## src/rtl/anpc_pwm_level_gen.sv

```systemverilog
// ---------------------------------------------------------------------------
// anpc_pwm_level_gen
//
// Carrier-based level generator feeding the 3L-ANPC commutation FSM.
// A symmetric triangular carrier (0 .. eff_period .. 1) is compared with
// the magnitude of a signed, shadow-buffered reference. The result is a
// level command: 0 = zero, 1 = P, 2 = N. Every level is held for at least
// t_min ce cycles. A P<->N request always passes through zero first, so the
// downstream FSM finishes one commutation before the next one arrives.
//
// Optional feature (macro ANPC_PWM_DOUBLE_UPDATE_EN):
//   defined   - the carrier peak also loads the active reference (but not
//               the active period) and pulses sync, giving two reference
//               updates per carrier cycle.
//   undefined - shadow load and sync happen only at the carrier valley.
//
// Ports:
//   clk        system clock
//   rst_n      asynchronous active-low reset
//   ce         clock enable; state advances only when ce=1
//   enable     run; 0 forces level zero and parks the carrier at the valley
//   period     carrier peak count (half period in ce cycles)
//   ref_in     signed reference, in carrier counts
//   ref_valid  strobe; captures ref_in/period into the pending registers
//   t_min      minimum ce cycles between v_lev changes
//   v_lev      level command (0 zero, 1 P, 2 N)
//   sync       one-cycle pulse on each shadow-load event
//   carrier    current carrier value
//   dir        carrier direction (1 = counting up)
// ---------------------------------------------------------------------------
module anpc_pwm_level_gen #(
    parameter int CNT_W = 16,
    parameter int REF_W = 16
) (
    input  logic                    clk,
    input  logic                    rst_n,
    input  logic                    ce,
    input  logic                    enable,
    input  logic [CNT_W-1:0]        period,
    input  logic signed [REF_W-1:0] ref_in,
    input  logic                    ref_valid,
    input  logic [7:0]              t_min,
    output logic [1:0]              v_lev,
    output logic                    sync,
    output logic [CNT_W-1:0]        carrier,
    output logic                    dir
);

    typedef enum logic [1:0] {
        LEV_ZERO = 2'd0,
        LEV_P    = 2'd1,
        LEV_N    = 2'd2
    } level_e;

    localparam logic [CNT_W-1:0] MIN_PERIOD = CNT_W'(2);
    localparam logic [CNT_W-1:0] CNT_ONE    = CNT_W'(1);
    localparam logic [REF_W-1:0] REF_ONE    = REF_W'(1);
    localparam logic [REF_W-1:0] REF_MOSTNEG = {1'b1, {(REF_W-1){1'b0}}};

    logic [CNT_W-1:0]        carrier_q, carrier_d;
    logic                    dir_q, dir_d;
    level_e                  v_lev_q, v_lev_d;
    logic [7:0]              dwell_q, dwell_d;
    logic                    sync_q, sync_d;
    logic signed [REF_W-1:0] refPend_q, refAct_q;
    logic [CNT_W-1:0]        perPend_q, perAct_q;

    logic [CNT_W-1:0] effPeriod;
    logic             valleyEvt;
    logic             peakEvt;
    logic [REF_W-1:0] refBits;
    logic [REF_W-1:0] refNegated;
    logic             refNeg;
    logic [REF_W-2:0] magRaw;
    logic [CNT_W-1:0] magSat;
    level_e           cand;

    // Periods of 0 or 1 would collapse the triangle, so clamp to 2.
    assign effPeriod = (perAct_q < MIN_PERIOD) ? MIN_PERIOD : perAct_q;

    assign valleyEvt = ce & enable & dir_q & (carrier_q == '0);
    assign peakEvt   = ce & enable & dir_q & (carrier_q == effPeriod);

`ifdef ANPC_PWM_DOUBLE_UPDATE_EN
    assign sync_d = valleyEvt | peakEvt;
`else
    assign sync_d = valleyEvt;
`endif

    // Pending registers capture on every strobe, independent of ce.
    always_ff @(posedge clk or negedge rst_n) begin
        if (!rst_n) begin
            refPend_q <= '0;
            perPend_q <= MIN_PERIOD;
        end else if (ref_valid) begin
            refPend_q <= ref_in;
            perPend_q <= period;
        end
    end

    // Active registers read the old pending values, so a strobe landing on
    // a load event only reaches the active copy at the following event.
    always_ff @(posedge clk or negedge rst_n) begin
        if (!rst_n) begin
            refAct_q <= '0;
            perAct_q <= MIN_PERIOD;
        end else if (valleyEvt) begin
            refAct_q <= refPend_q;
            perAct_q <= perPend_q;
`ifdef ANPC_PWM_DOUBLE_UPDATE_EN
        end else if (peakEvt) begin
            refAct_q <= refPend_q;
`endif
        end
    end

    // Triangle: up to eff_period, then down to 1, then back to 0 going up.
    always_comb begin
        carrier_d = carrier_q;
        dir_d     = dir_q;
        if (!enable) begin
            carrier_d = '0;
            dir_d     = 1'b1;
        end else if (dir_q) begin
            if (carrier_q >= effPeriod) begin
                carrier_d = carrier_q - CNT_ONE;
                dir_d     = 1'b0;
            end else begin
                carrier_d = carrier_q + CNT_ONE;
            end
        end else begin
            if (carrier_q <= CNT_ONE) begin
                carrier_d = '0;
                dir_d     = 1'b1;
            end else begin
                carrier_d = carrier_q - CNT_ONE;
            end
        end
    end

    // Absolute value; the most-negative code has no positive twin and
    // saturates to the largest positive magnitude.
    assign refBits    = refAct_q;
    assign refNeg     = refBits[REF_W-1];
    assign refNegated = ~refBits + REF_ONE;

    always_comb begin
        magRaw = refBits[REF_W-2:0];
        if (refNeg) begin
            if (refBits == REF_MOSTNEG) begin
                magRaw = '1;
            end else begin
                magRaw = refNegated[REF_W-2:0];
            end
        end
    end

    generate
        if (REF_W - 1 > CNT_W) begin : gen_mag_sat
            always_comb begin
                magSat = magRaw[CNT_W-1:0];
                if (|magRaw[REF_W-2:CNT_W]) begin
                    magSat = '1;
                end
            end
        end else begin : gen_mag_ext
            assign magSat = CNT_W'(magRaw);
        end
    endgenerate

    assign cand = (magSat > carrier_q) ? (refNeg ? LEV_N : LEV_P) : LEV_ZERO;

    // Level update with dwell guard; a blocked request is simply retried
    // next cycle, nothing is queued. Disable bypasses the dwell guard.
    always_comb begin
        v_lev_d = v_lev_q;
        dwell_d = (dwell_q == 8'hFF) ? dwell_q : dwell_q + 8'd1;
        if (!enable) begin
            v_lev_d = LEV_ZERO;
            if (v_lev_q != LEV_ZERO) begin
                dwell_d = '0;
            end
        end else if ((cand != v_lev_q) && (dwell_q >= t_min)) begin
            dwell_d = '0;
            if (((v_lev_q == LEV_P) && (cand == LEV_N)) ||
                ((v_lev_q == LEV_N) && (cand == LEV_P))) begin
                v_lev_d = LEV_ZERO;
            end else begin
                v_lev_d = cand;
            end
        end
    end

    always_ff @(posedge clk or negedge rst_n) begin
        if (!rst_n) begin
            carrier_q <= '0;
            dir_q     <= 1'b1;
            v_lev_q   <= LEV_ZERO;
            dwell_q   <= '0;
        end else if (ce) begin
            carrier_q <= carrier_d;
            dir_q     <= dir_d;
            v_lev_q   <= v_lev_d;
            dwell_q   <= dwell_d;
        end
    end

    // sync is recomputed every clock so it never outlives its ce cycle.
    always_ff @(posedge clk or negedge rst_n) begin
        if (!rst_n) begin
            sync_q <= 1'b0;
        end else begin
            sync_q <= sync_d;
        end
    end

    assign v_lev   = v_lev_q;
    assign sync    = sync_q;
    assign carrier = carrier_q;
    assign dir     = dir_q;

endmodule

```

## config.mk

```make
export PLATFORM = sky130hd
export DESIGN_NAME = anpc_pwm_level_gen
export DESIGN_NICKNAME = d
export VERILOG_FILES = /design/src/rtl/anpc_pwm_level_gen.sv
export SDC_FILE = /design/constraint.sdc
export NUM_CORES = 1
export LEC_CHECK = 0
export BUFFER_PORTS_ARGS = -buffer_cell sky130_fd_sc_hd__buf_2
export CORE_MARGIN = 2
export CORE_UTILIZATION = 53
export DETAILED_ROUTE_END_ITERATION = 16
export PLACE_DENSITY = 0.76
export SYNTH_ARGS = -nofsm -noshare
export SYNTH_HDL_FRONTEND = slang
export SYNTH_SLANG_ARGS = --single-unit
```

## constraint.sdc

```tcl
create_clock -name clk -period 4.4 [get_ports clk]
set_input_delay 0.44 -clock clk [delete_from_list [all_inputs] [get_ports clk]]
set_output_delay 0.44 -clock clk [all_outputs]
set_load 0.02 [all_outputs]
```

==> metrics.md, run 1 <==
| Metric | Value |
|---|---|
| DP Cell Count | `761` |
| Sink Count | `92` |
| CP max FO | `8` |
| CP Buf/Inv Count | `3` |
| Leak | `3.00 nW` |
| Synthesized area per cell | `9.81 um2` |
| Hold WC Path Type | `primary input to async pin` |
| DRC Markers | `0` |
| Depth of the CTS H-tree | `3` |
| Final nets | `730` |
| Largest net degree at the start of global routing | `54` |
| Post-synth ARST share | `1.00` |
| Unique cell type count in the Yosys netlist | `64` |
| Worst-Skew Late Latency | `370 ps` |
| Delay of the slowest cell on the worst path | `450 ps` |
| CP startpoint | `refAct_q[1]` |
| Final WL | `12.9 mm` |
| Post-DP HPWL | `9.51 mm` |
| Die ar. | `11,500 um2` |
| Die Y-Extent | `107 um` |
| Family with the most delay on the worst path | `simple AND/OR/NAND/NOR gates` |
| PortBufs | `64` |
| Post-Synthesis Cells | `577` |
| Detail Route Antenna Nets | `0` |
| Yosys top cell area share | `0.393` |
| CP most frequent cell | `or3_4` |
| Number of synthesized flops with an enable pin | `0` |
| Clk root buf | `clkbuf_8` |
| Core Area | `10,400 um2` |
| Reg clk slew, reported paths | `100 ps` |
| Final min period | `4330 ps` |
| Internal reg-to-reg setup slack | `70 ps` |
| # Max-Cap Violations | `0` |
| Cell area after placement | `6110 um2` |
| Tightest Pin Transition | `684 ps` |
| Final std cells w/o fill | `781` |
| FP Rows | `37` |
| First-pass GRT wire length | `21.0 mm` |
| Initial antenna violation count | `0` |
| CP max-delay cell | `or3_4` |
| Worst IR drop on VDD | `0.000391 V` |
| Vias | `4,600` |
| Die W | `107 um` |
| Critical Path RT | `4650 ps` |
| Synth area leaders | `dfrtp_1 (39%), ha_1 (9.9%), mux2_2 (9.3%), o21ai_0 (3.5%), inv_1 (3.3%)` |
| List of most frequent post-synthesis cells | `dfrtp_1 (89), inv_1 (50), nand2_1 (49), mux2_2 (47), ha_1 (45)` |
| Area leader, netlist | `dfrtp_1` |
| Initial Util | `0.546` |
| Sequential share of the synthesized area | `0.407` |
| Setup TNS | `0 ps` |
| Yosys warns | `0` |
| Arr. time, crit path | `4580 ps` |
| Slew headroom | `0.544` |
| Fmax achieved | `0.231 GHz` |
| Final period util | `0.983` |
| Max Root-Sink Buffers | `2` |
| Area grow syn2layout | `14.4%` |
| Design area | `6480 um2` |
| Synthesized area | `5660 um2` |
| Via-to-Cell Ratio | `5.89` |
| Ratio of cells with drive above 1 in the final layout | `0.265` |
| CTS tree | `yes` |
| Drt first pass iters | `5` |
| CTS Buf Count | `9` |
| Most common cell in the synthesized netlist | `dfrtp_1` |
| Number of antenna diodes | `0` |
| FF-to-FF Start | `refAct_q[1]` |
| Slew Viols, Final | `0` |
| Placer Congestion | `0.873` |
| Final setup fails | `0` |
| Unrepaired setup endpoints after global routing | `yes` |
| Predominant post-synthesis flop cell | `dfrtp_1` |
| Final core occ | `0.625` |
| Critical Path Sink Type | `flip-flop` |
| Pwr Total | `4.28 mW` |
| Yosys reg bits | `92` |
| Routed len/inst | `16.5 um` |
| Status | `finished, final reports clean` |
| Vias in the first global route | `4,365` |
| Layout Skew | `16.8 ps` |
| Endpoints failing hold | `0` |
| Starting DRT DRC Count | `268` |
| Total gr overflow | `0` |
| I/O Pins | `65` |
| Crit-path cells | `inv_2, ha_4, nand2_2, or3_4, or3_4, or3_4, or3_4, buf_6, nand2_1, ha_4, a41o_1, a21oi_2, nor3_1, nor4_1, buf_4, nor3_1, a2111oi_2, o21ai_1, nor2b_1` |
| GRT Total Usage | `0.231` |
| Setup CP Type | `flip-flop to flip-flop` |
| PwrDens | `660 nW/um2` |
| Crit start category | `flip-flop` |
| Post-synth net total | `667` |
cell usage in the layout (no fill, tap or decap), types with 13 or more instances in the layout:
master   synthesis  layout
dfrtp_1         89      89
buf_2            4      63
inv_1           50      48
nand2_1         49      47
mux2_2          47      47
ha_1            45      40
o21ai_0         40      37
nor2_1          26      24
a21oi_1         23      22
nand4_1         13      13
and3_1          13      13
buf_4            0      13
power breakdown:
group	leakage (nW)	internal (mW)	switching, mW	total [mW]
clock	0.0938	0.280	0.301	0.582
combinational	1.77	1.04	1.29	2.33
sequential	1.13	1.10	0.271	1.37
stage by stage:
stage                     worst slack [ps]  hold slack, ps
after floorplan                       55.6             144
after global placement                86.4             464
after detailed placement             -40.8             469
after CTS                             1.23             130
after global routing                 -79.3             137
final                                 73.4            84.8
per-layer routing:
metal  track usage  routed length, um  vias to the layer above
met4        0.0842                235                        0
met2         0.349               5890                      167
met5             0                  0                        -
met1         0.330               5930                     2196
li1              -                  -                     2213
met3        0.0448                801                       24
final timing paths:
| kind | depth (start not counted) | endpoint |
|---|---|---|
| setup reg to reg | 19 | dwell_q[6] |
| min in group clk | 2 | perPend_q[13] |
| hold reg to reg | 2 | perAct_q[7] |
| hold / removal | 1 | dwell_q[0] |
| max in group asynchronous | 2 | perPend_q[1] |
| setup / recovery | 19 | dwell_q[6] |
final cells by class:
| cell class | instances | area [um2] |
|---|---|---|
| multi-input cells | 410 | 3200 |
| flip-flops and latches | 92 | 2310 |
| clock buffers | 13 | 149 |
| well taps | 136 | 170 |
| fillers | 885 | 3890 |
| repair buffers | 77 | 424 |
| clock inverters | 3 | 46.3 |
| inverters | 50 | 188 |
registers in the layout (all words and copies together) (netlist names):
signal,flops
carrier,16
dir,1
v_lev,2
dwell_q,8
perPend_q,16
perAct_q,16
refAct_q,16
sync,1
refPend_q,16
what timing repair did:
| action | CTS | global route |
|---|---|---|
| pin swaps | 2 | 14 |
| gates resized for setup | 3 | 26 |
| hold buffers | 0 | 0 |
| setup buffers | 0 | 4 |
| setup endpoints to repair | 7 | 10 |
| hold endpoints to repair | 0 | 0 |
cell families (layout without fill, tap and decap cells):
| logic type | Yosys count | after routing | synth area share |
|---|---|---|---|
| and+or+nand+nor | 162 | 162 | 0.146 |
| xor gates and xnor gates | 16 | 16 | 0.0247 |
| adders and majority gates | 45 | 45 | 0.0994 |
| buffers and inverters | 75 | 143 | 0.0532 |
| muxes | 56 | 56 | 0.109 |
| DFF | 92 | 92 | 0.407 |
| AOI/OAI and AO/OA | 131 | 131 | 0.160 |
worst register-to-register path: stages, from the launching register on:
cell and delay [ps]:
dfrtp_1 390, inv_2 100, ha_4 160, nand2_2 50, or3_4 330, or3_4 350, or3_4 340, or3_4 450
buf_6 160, nand2_1 100, ha_4 210, a41o_1 220, a21oi_2 120, nor3_1 60, nor4_1 240, buf_4 210
nor3_1 80, a2111oi_2 360, o21ai_1 140, nor2b_1 150
Power figures use the tool's default switching activity.
==> run 2: changes to the inputs <==
- PLACE_DENSITY: 0.76 -> default
- PLACE_DENSITY_LB_ADDON: default -> 0.2
==> metrics.md, run 2 (same netlist as run 1, synthesis figures left out) <==
| Metric | Value |
|---|---|
| Placer Congestion | `0.931 (was 0.873)` |
| Design area | `6500 um2 (was 6480 um2)` |
| Setup ws final | `74.6 ps (was 73.4 ps)` |
| Setup TNS | `0 ps (unchanged)` |
| Commonest non-fill, non-tap cell in the layout | `dfrtp_1 (unchanged)` |
| # Max-Cap Violations | `0 (unchanged)` |
| Post-DP HPWL | `9.40 mm (was 9.51 mm)` |
| Final period util | `0.983 (about the same)` |
| Final core occ | `0.627 (was 0.625)` |
| FILL cells | `890 (was 885)` |
| DP Cell Count | `760 (was 761)` |
| Hold-fix buffers, CTS | `0 (unchanged)` |
| Depth of the CTS H-tree | `3 (unchanged)` |
| Die W | `107 um (unchanged)` |
| Multi-input logic area | `3170 um2 (was 3200 um2)` |
| Worst IR drop on VDD | `0.000317 V (was 0.000391 V)` |
| Vias | `4,643 (was 4,600)` |
| Endpoints failing hold | `0 (unchanged)` |
| Status | `finished, final reports clean (unchanged)` |
| Sink Count | `92 (unchanged)` |
| First-pass GRT wire length | `21.4 mm (was 21.0 mm)` |
| Core Area | `10,400 um2 (unchanged)` |
| Total gr overflow | `0 (unchanged)` |
| Largest net degree at the start of global routing | `53 (was 54)` |
| Routed len/inst | `16.5 um (about the same)` |
| Register area | `2310 um2 (unchanged)` |
| Register share of total power | `0.322 (was 0.320)` |
| Slew headroom | `0.512 (was 0.544)` |
| FP Rows | `37 (unchanged)` |
| Layout Skew | `15.0 ps (was 16.8 ps)` |
| Final std cells w/o fill | `784 (was 781)` |
| DP Worst Slack | `-83.5 ps (was -40.8 ps)` |
| Detail Route Antenna Nets | `0 (unchanged)` |
| Critical Path Sink Type | `flip-flop (unchanged)` |
| Cell area after placement | `6110 um2 (about the same)` |
| CP max FO | `7 (was 8)` |
| CTS Buf Count | `9 (unchanged)` |
| Ratio of cells with drive above 1 in the final layout | `0.270 (was 0.265)` |
| Via-to-Cell Ratio | `5.92 (was 5.89)` |
| Tightest Pin Transition | `733 ps (was 684 ps)` |
| Clk root buf | `clkbuf_8 (unchanged)` |
| Starting DRT DRC Count | `274 (was 268)` |
| Number of antenna diodes | `0 (unchanged)` |
| Crit start category | `flip-flop (unchanged)` |
| Combinational power share | `0.529 (was 0.544)` |
| Leak | `3.03 nW (was 3.00 nW)` |
| Hold WC Path Type | `primary input to async pin (unchanged)` |
| Switching pwr | `1.87 mW (was 1.86 mW)` |
| Final WL | `12.9 mm (about the same)` |
| Max Root-Sink Buffers | `2 (unchanged)` |
| Pwr Total | `4.25 mW (was 4.28 mW)` |
| Drt first pass iters | `5 (unchanged)` |
| Die Y-Extent | `107 um (unchanged)` |
| CTS tree | `yes (unchanged)` |
| PortBufs | `64 (unchanged)` |
| Fmax achieved | `0.231 GHz (about the same)` |
| Initial antenna violation count | `0 (unchanged)` |
| Worst-Skew Late Latency | `380 ps (was 370 ps)` |
| Unrepaired setup endpoints after global routing | `yes (unchanged)` |
| Final min period | `4330 ps (about the same)` |
| Worst hold margin | `36.7 ps (was 84.8 ps)` |
| PwrDens | `653 nW/um2 (was 660 nW/um2)` |
| Slew Viols, Final | `0 (unchanged)` |
| Reg clk slew, reported paths | `100 ps (about the same)` |
| Final nets | `733 (was 730)` |
| Vias in the first global route | `4,359 (was 4,365)` |
| Clock Power Share | `0.148 (was 0.136)` |
| Initial Util | `0.546 (unchanged)` |
| Area grow syn2layout | `14.8% (was 14.4%)` |
| DRC Markers | `0 (unchanged)` |
| Setup CP Type | `flip-flop to flip-flop (unchanged)` |
| Sw frac | `0.440 (was 0.434)` |
| I/O Pins | `65 (unchanged)` |
| Die ar. | `11,500 um2 (unchanged)` |
| Critical Path RT | `4660 ps (was 4650 ps)` |
| P_int | `2.38 mW (was 2.42 mW)` |
| Final setup fails | `0 (unchanged)` |
| Arr. time, crit path | `4590 ps (was 4580 ps)` |
| GRT Total Usage | `0.234 (was 0.231)` |
| Commonest non-fill, non-tap cells in the layout | `dfrtp_1 (89), buf_2 (63), inv_1 (48), nand2_1 (48), mux2_2 (47) (was dfrtp_1 (89), buf_2 (63), inv_1 (48))` |
[run 2: power by group through the flow]
| stage | Sequential (mW) | Combinational [mW] | Clock (mW) |
|---|---|---|---|
| after floorplan | 1.32 | 1.54 | 0 |
| after global placement | 1.36 | 1.94 | 0 |
| after detailed placement | 1.38 | 2.04 | 0 |
| after CTS | 1.36 | 2.13 | 0.639 |
| after global routing | 1.41 | 2.52 | 0.673 |
| final | 1.37 | 2.25 | 0.630 |
[run 2: routing by layer]
metal / vias up / share of wire / track usage
li1: 2215 / - / -
met1: 2273 / 0.46 / 0.333
met2: 136 / 0.47 / 0.380
met3: 19 / 0.055 / 0.0357
met4: 0 / 0.013 / 0.0485
met5: - / 0 / 0
[run 2: repair_timing]
| item | CTS | global route |
|---|---|---|
| pin swaps | 10 | 16 |
| buffers inserted | 5 | 3 |
| gates resized for setup | 15 | 13 |
| endpoints found under the setup margin | 8 | 10 |
| gates cloned | 0 | 0 |
[run 2: worst max-delay path, stage by stage, from the launching register on]
cell and delay, ps:
dfrtp_1 410, inv_2 90, ha_4 140, nand2_2 50
or3_4 330, or3_4 380, or3_4 330, or3_4 380
a31oi_4 220, ha_4 230, nor2b_4 120, o211ai_1 220
a2111oi_2 110, nor4_1 260, buf_4 200, nor3_1 70
a2111oi_2 370, o21ai_1 150, nor2b_1 160
[run 2: worst paths after layout]
check	slack (ps)	cells past startpoint	startpoint	endpoint
max reg2reg	70	18	refAct_q[1]	dwell_q[6]
min	40	1	rst_n	dwell_q[6]
max in group asynchronous	3300	2	rst_n	carrier[1]
max	70	18	refAct_q[1]	dwell_q[6]
min reg2reg	490	2	perPend_q[11]	perAct_q[11]
min in group clk	280	2	period[15]	perPend_q[15]
[run 2: layout make-up]
cell class | count | area share
timing repair buffer | 80 | 0.0682
clock inverter | 7 | 0.0144
sequential | 92 | 0.355
clock buffer | 9 | 0.0191
inverter | 50 | 0.0289
multi-input combinational | 410 | 0.488
tap | 136 | 0.0262
==> run 3: changes to the inputs <==
- SETUP_SLACK_MARGIN: default -> 0.4
- SLEW_MARGIN: default -> 25
==> metrics.md, run 3 (same netlist as run 1, synthesis figures left out) <==
| Metric | Value |
|---|---|
| Die W | `107 um (unchanged)` |
| FF-to-FF Start | `refAct_q[0] (was refAct_q[1])` |
| Critical Path Sink Type | `flip-flop (unchanged)` |
| Commonest non-fill, non-tap cells in the layout | `dfrtp_1 (89), buf_2 (64), inv_1 (48) (was dfrtp_1 (89), buf_2 (63), inv_1 (48), nand2_1 (48), mux2_2 (47))` |
| CP max FO | `6 (was 7)` |
| Unrepaired setup endpoints after global routing | `yes (unchanged)` |
| Cell area after placement | `6130 um2 (was 6110 um2)` |
| Clk root buf | `clkbuf_8 (unchanged)` |
| Number of antenna diodes | `0 (unchanged)` |
| Internal reg-to-reg setup slack | `160 ps (was 70 ps)` |
| Initial Util | `0.546 (unchanged)` |
| Final setup fails | `0 (unchanged)` |
| PortBufs | `64 (unchanged)` |
| Pwr Total | `4.36 mW (was 4.25 mW)` |
| Routed len/inst | `16.8 um (was 16.5 um)` |
| Vias in the first global route | `4,446 (was 4,359)` |
| Placer Congestion | `0.889 (was 0.931)` |
| Hold WC Path Type | `primary input to async pin (unchanged)` |
| CTS tree | `yes (unchanged)` |
| Worst IR drop on VDD | `0.000421 V (was 0.000317 V)` |
| First-pass GRT wire length | `21.8 mm (was 21.4 mm)` |
| Die Y-Extent | `107 um (unchanged)` |
| Critical Path RT | `4640 ps (was 4660 ps)` |
| Final std cells w/o fill | `786 (was 784)` |
| Fmax achieved | `0.236 GHz (was 0.231 GHz)` |
| CTS Buf Count | `9 (unchanged)` |
| Endpoints failing hold | `0 (unchanged)` |
| Design area | `6600 um2 (was 6500 um2)` |
| Slew Viols, Final | `0 (unchanged)` |
| Crit start category | `flip-flop (unchanged)` |
| Leak | `3.04 nW (was 3.03 nW)` |
| Worst-Skew Late Latency | `380 ps (about the same)` |
| Status | `finished, final reports clean (unchanged)` |
| Worst r2r path cells | `18 (unchanged)` |
| GRT Total Usage | `0.237 (was 0.234)` |
| Post-DP HPWL | `9.47 mm (was 9.40 mm)` |
| Area grow syn2layout | `16.5% (was 14.8%)` |
| Initial antenna violation count | `0 (unchanged)` |
| Reg clk slew, reported paths | `110 ps (was 100 ps)` |
| DP Cell Count | `758 (was 760)` |
| Layout Skew | `13.0 ps (was 15.0 ps)` |
| Starting DRT DRC Count | `239 (was 274)` |
| Core Area | `10,400 um2 (unchanged)` |
| Vias | `4,672 (was 4,643)` |
| R2r endpoint | `dwell_q[2] (was dwell_q[6])` |
| Setup CP Type | `flip-flop to flip-flop (unchanged)` |
| Tightest Pin Transition | `693 ps (was 733 ps)` |
| Slew headroom | `0.538 (was 0.512)` |
| PwrDens | `661 nW/um2 (was 653 nW/um2)` |
| Commonest non-fill, non-tap cell in the layout | `dfrtp_1 (unchanged)` |
| I/O Pins | `65 (unchanged)` |
| Final nets | `735 (was 733)` |
| FILL cells | `864 (was 890)` |
| FP Rows | `37 (unchanged)` |
| Worst hold margin | `36.0 ps (was 36.7 ps)` |
| Final min period | `4240 ps (was 4330 ps)` |
| Setup ws final | `156 ps (was 74.6 ps)` |
| Final WL | `13.2 mm (was 12.9 mm)` |
| Sink Count | `92 (unchanged)` |
| Drt first pass iters | `5 (unchanged)` |
| Final period util | `0.965 (was 0.983)` |
| Ratio of cells with drive above 1 in the final layout | `0.289 (was 0.270)` |
| # Max-Cap Violations | `0 (unchanged)` |
| DRC Markers | `0 (unchanged)` |
| Total gr overflow | `0 (unchanged)` |
| Via-to-Cell Ratio | `5.94 (was 5.92)` |
| Die ar. | `11,500 um2 (unchanged)` |
| Hold-fix buffers, CTS | `0 (unchanged)` |
| Arr. time, crit path | `4480 ps (was 4590 ps)` |
| Detail Route Antenna Nets | `0 (unchanged)` |
| Largest net degree at the start of global routing | `53 (unchanged)` |
| Depth of the CTS H-tree | `3 (unchanged)` |
| DP Worst Slack | `-119 ps (was -83.5 ps)` |
| Max Root-Sink Buffers | `2 (unchanged)` |
## run 3: how the worst max path moves through the flow
stage | to | slack (ps) | start | cells past startpoint
finish | dwell_q[2] | 160 | refAct_q[0] | 18
CTS | dwell_q[0] | 190 | refAct_q[0] | 18
floorplan | dwell_q[0] | 310 | refAct_q[0] | 17
global placement | dwell_q[0] | 140 | refAct_q[0] | 17
global route | dwell_q[0] | 40 | refAct_q[0] | 18
detailed placement | dwell_q[2] | -120 | refAct_q[2] | 16
## run 3: per-layer routing
metal | global-route usage | share of wire
met3 | 0.0351 | 0.051
met4 | 0.0696 | 0.016
met5 | 0 | 0
met2 | 0.366 | 0.46
met1 | 0.347 | 0.47
## run 3: layout make-up
class,count,area (um2),area share
Timing Repair Buffer,82,459,0.0696
Clock inverter,7,81.3,0.0123
Clock buffer,9,124,0.0188
Multi-Input combinational cell,410,3270,0.496
Tap cell,136,170,0.0258
Sequential cell,92,2310,0.350
Inverter,50,188,0.0284
## run 3: where the power goes
group	total, mW	leakage [nW]	internal (mW)	switching [mW]
clock	0.579	0.103	0.226	0.354
combinational	2.42	1.80	1.07	1.34
sequential	1.37	1.13	1.10	0.272
total	4.36	3.04	2.40	1.97
## run 3: repair_timing
| action | in CTS | in global routing |
|---|---|---|
| buffers inserted | 10 | 1 |
| hold endpoints to repair | 0 | 0 |
| gates resized for setup | 15 | 17 |
| gates cloned | 1 | 0 |
| endpoints found under the setup margin | 10 | 10 |
| pin swaps | 9 | 11 |
## run 3: per-stage QoR
stage / setup TNS (ps) / util
detailed placement: -461 / 0.591
CTS: 0 / 0.628
global placement: 0 / 0.591
global route: 0 / 0.636
floorplan: 0 / -
finish: 0 / 0.636
## run 3: worst max-delay path, cell delays in order, from the launching register on
cell and delay (ps):
dfrtp_1 390, inv_2 80, ha_4 140, nand2_2 50, or3_4 330, or3_4 340, or3_4 330, or3_4 370
buf_6 150, buf_4 150, nand2_1 70, ha_1 130, nand4_1 200, a2111oi_4 430, nor4_4 110, o31a_1 250
a311o_1 360, o21ai_1 120, o21ai_0 110
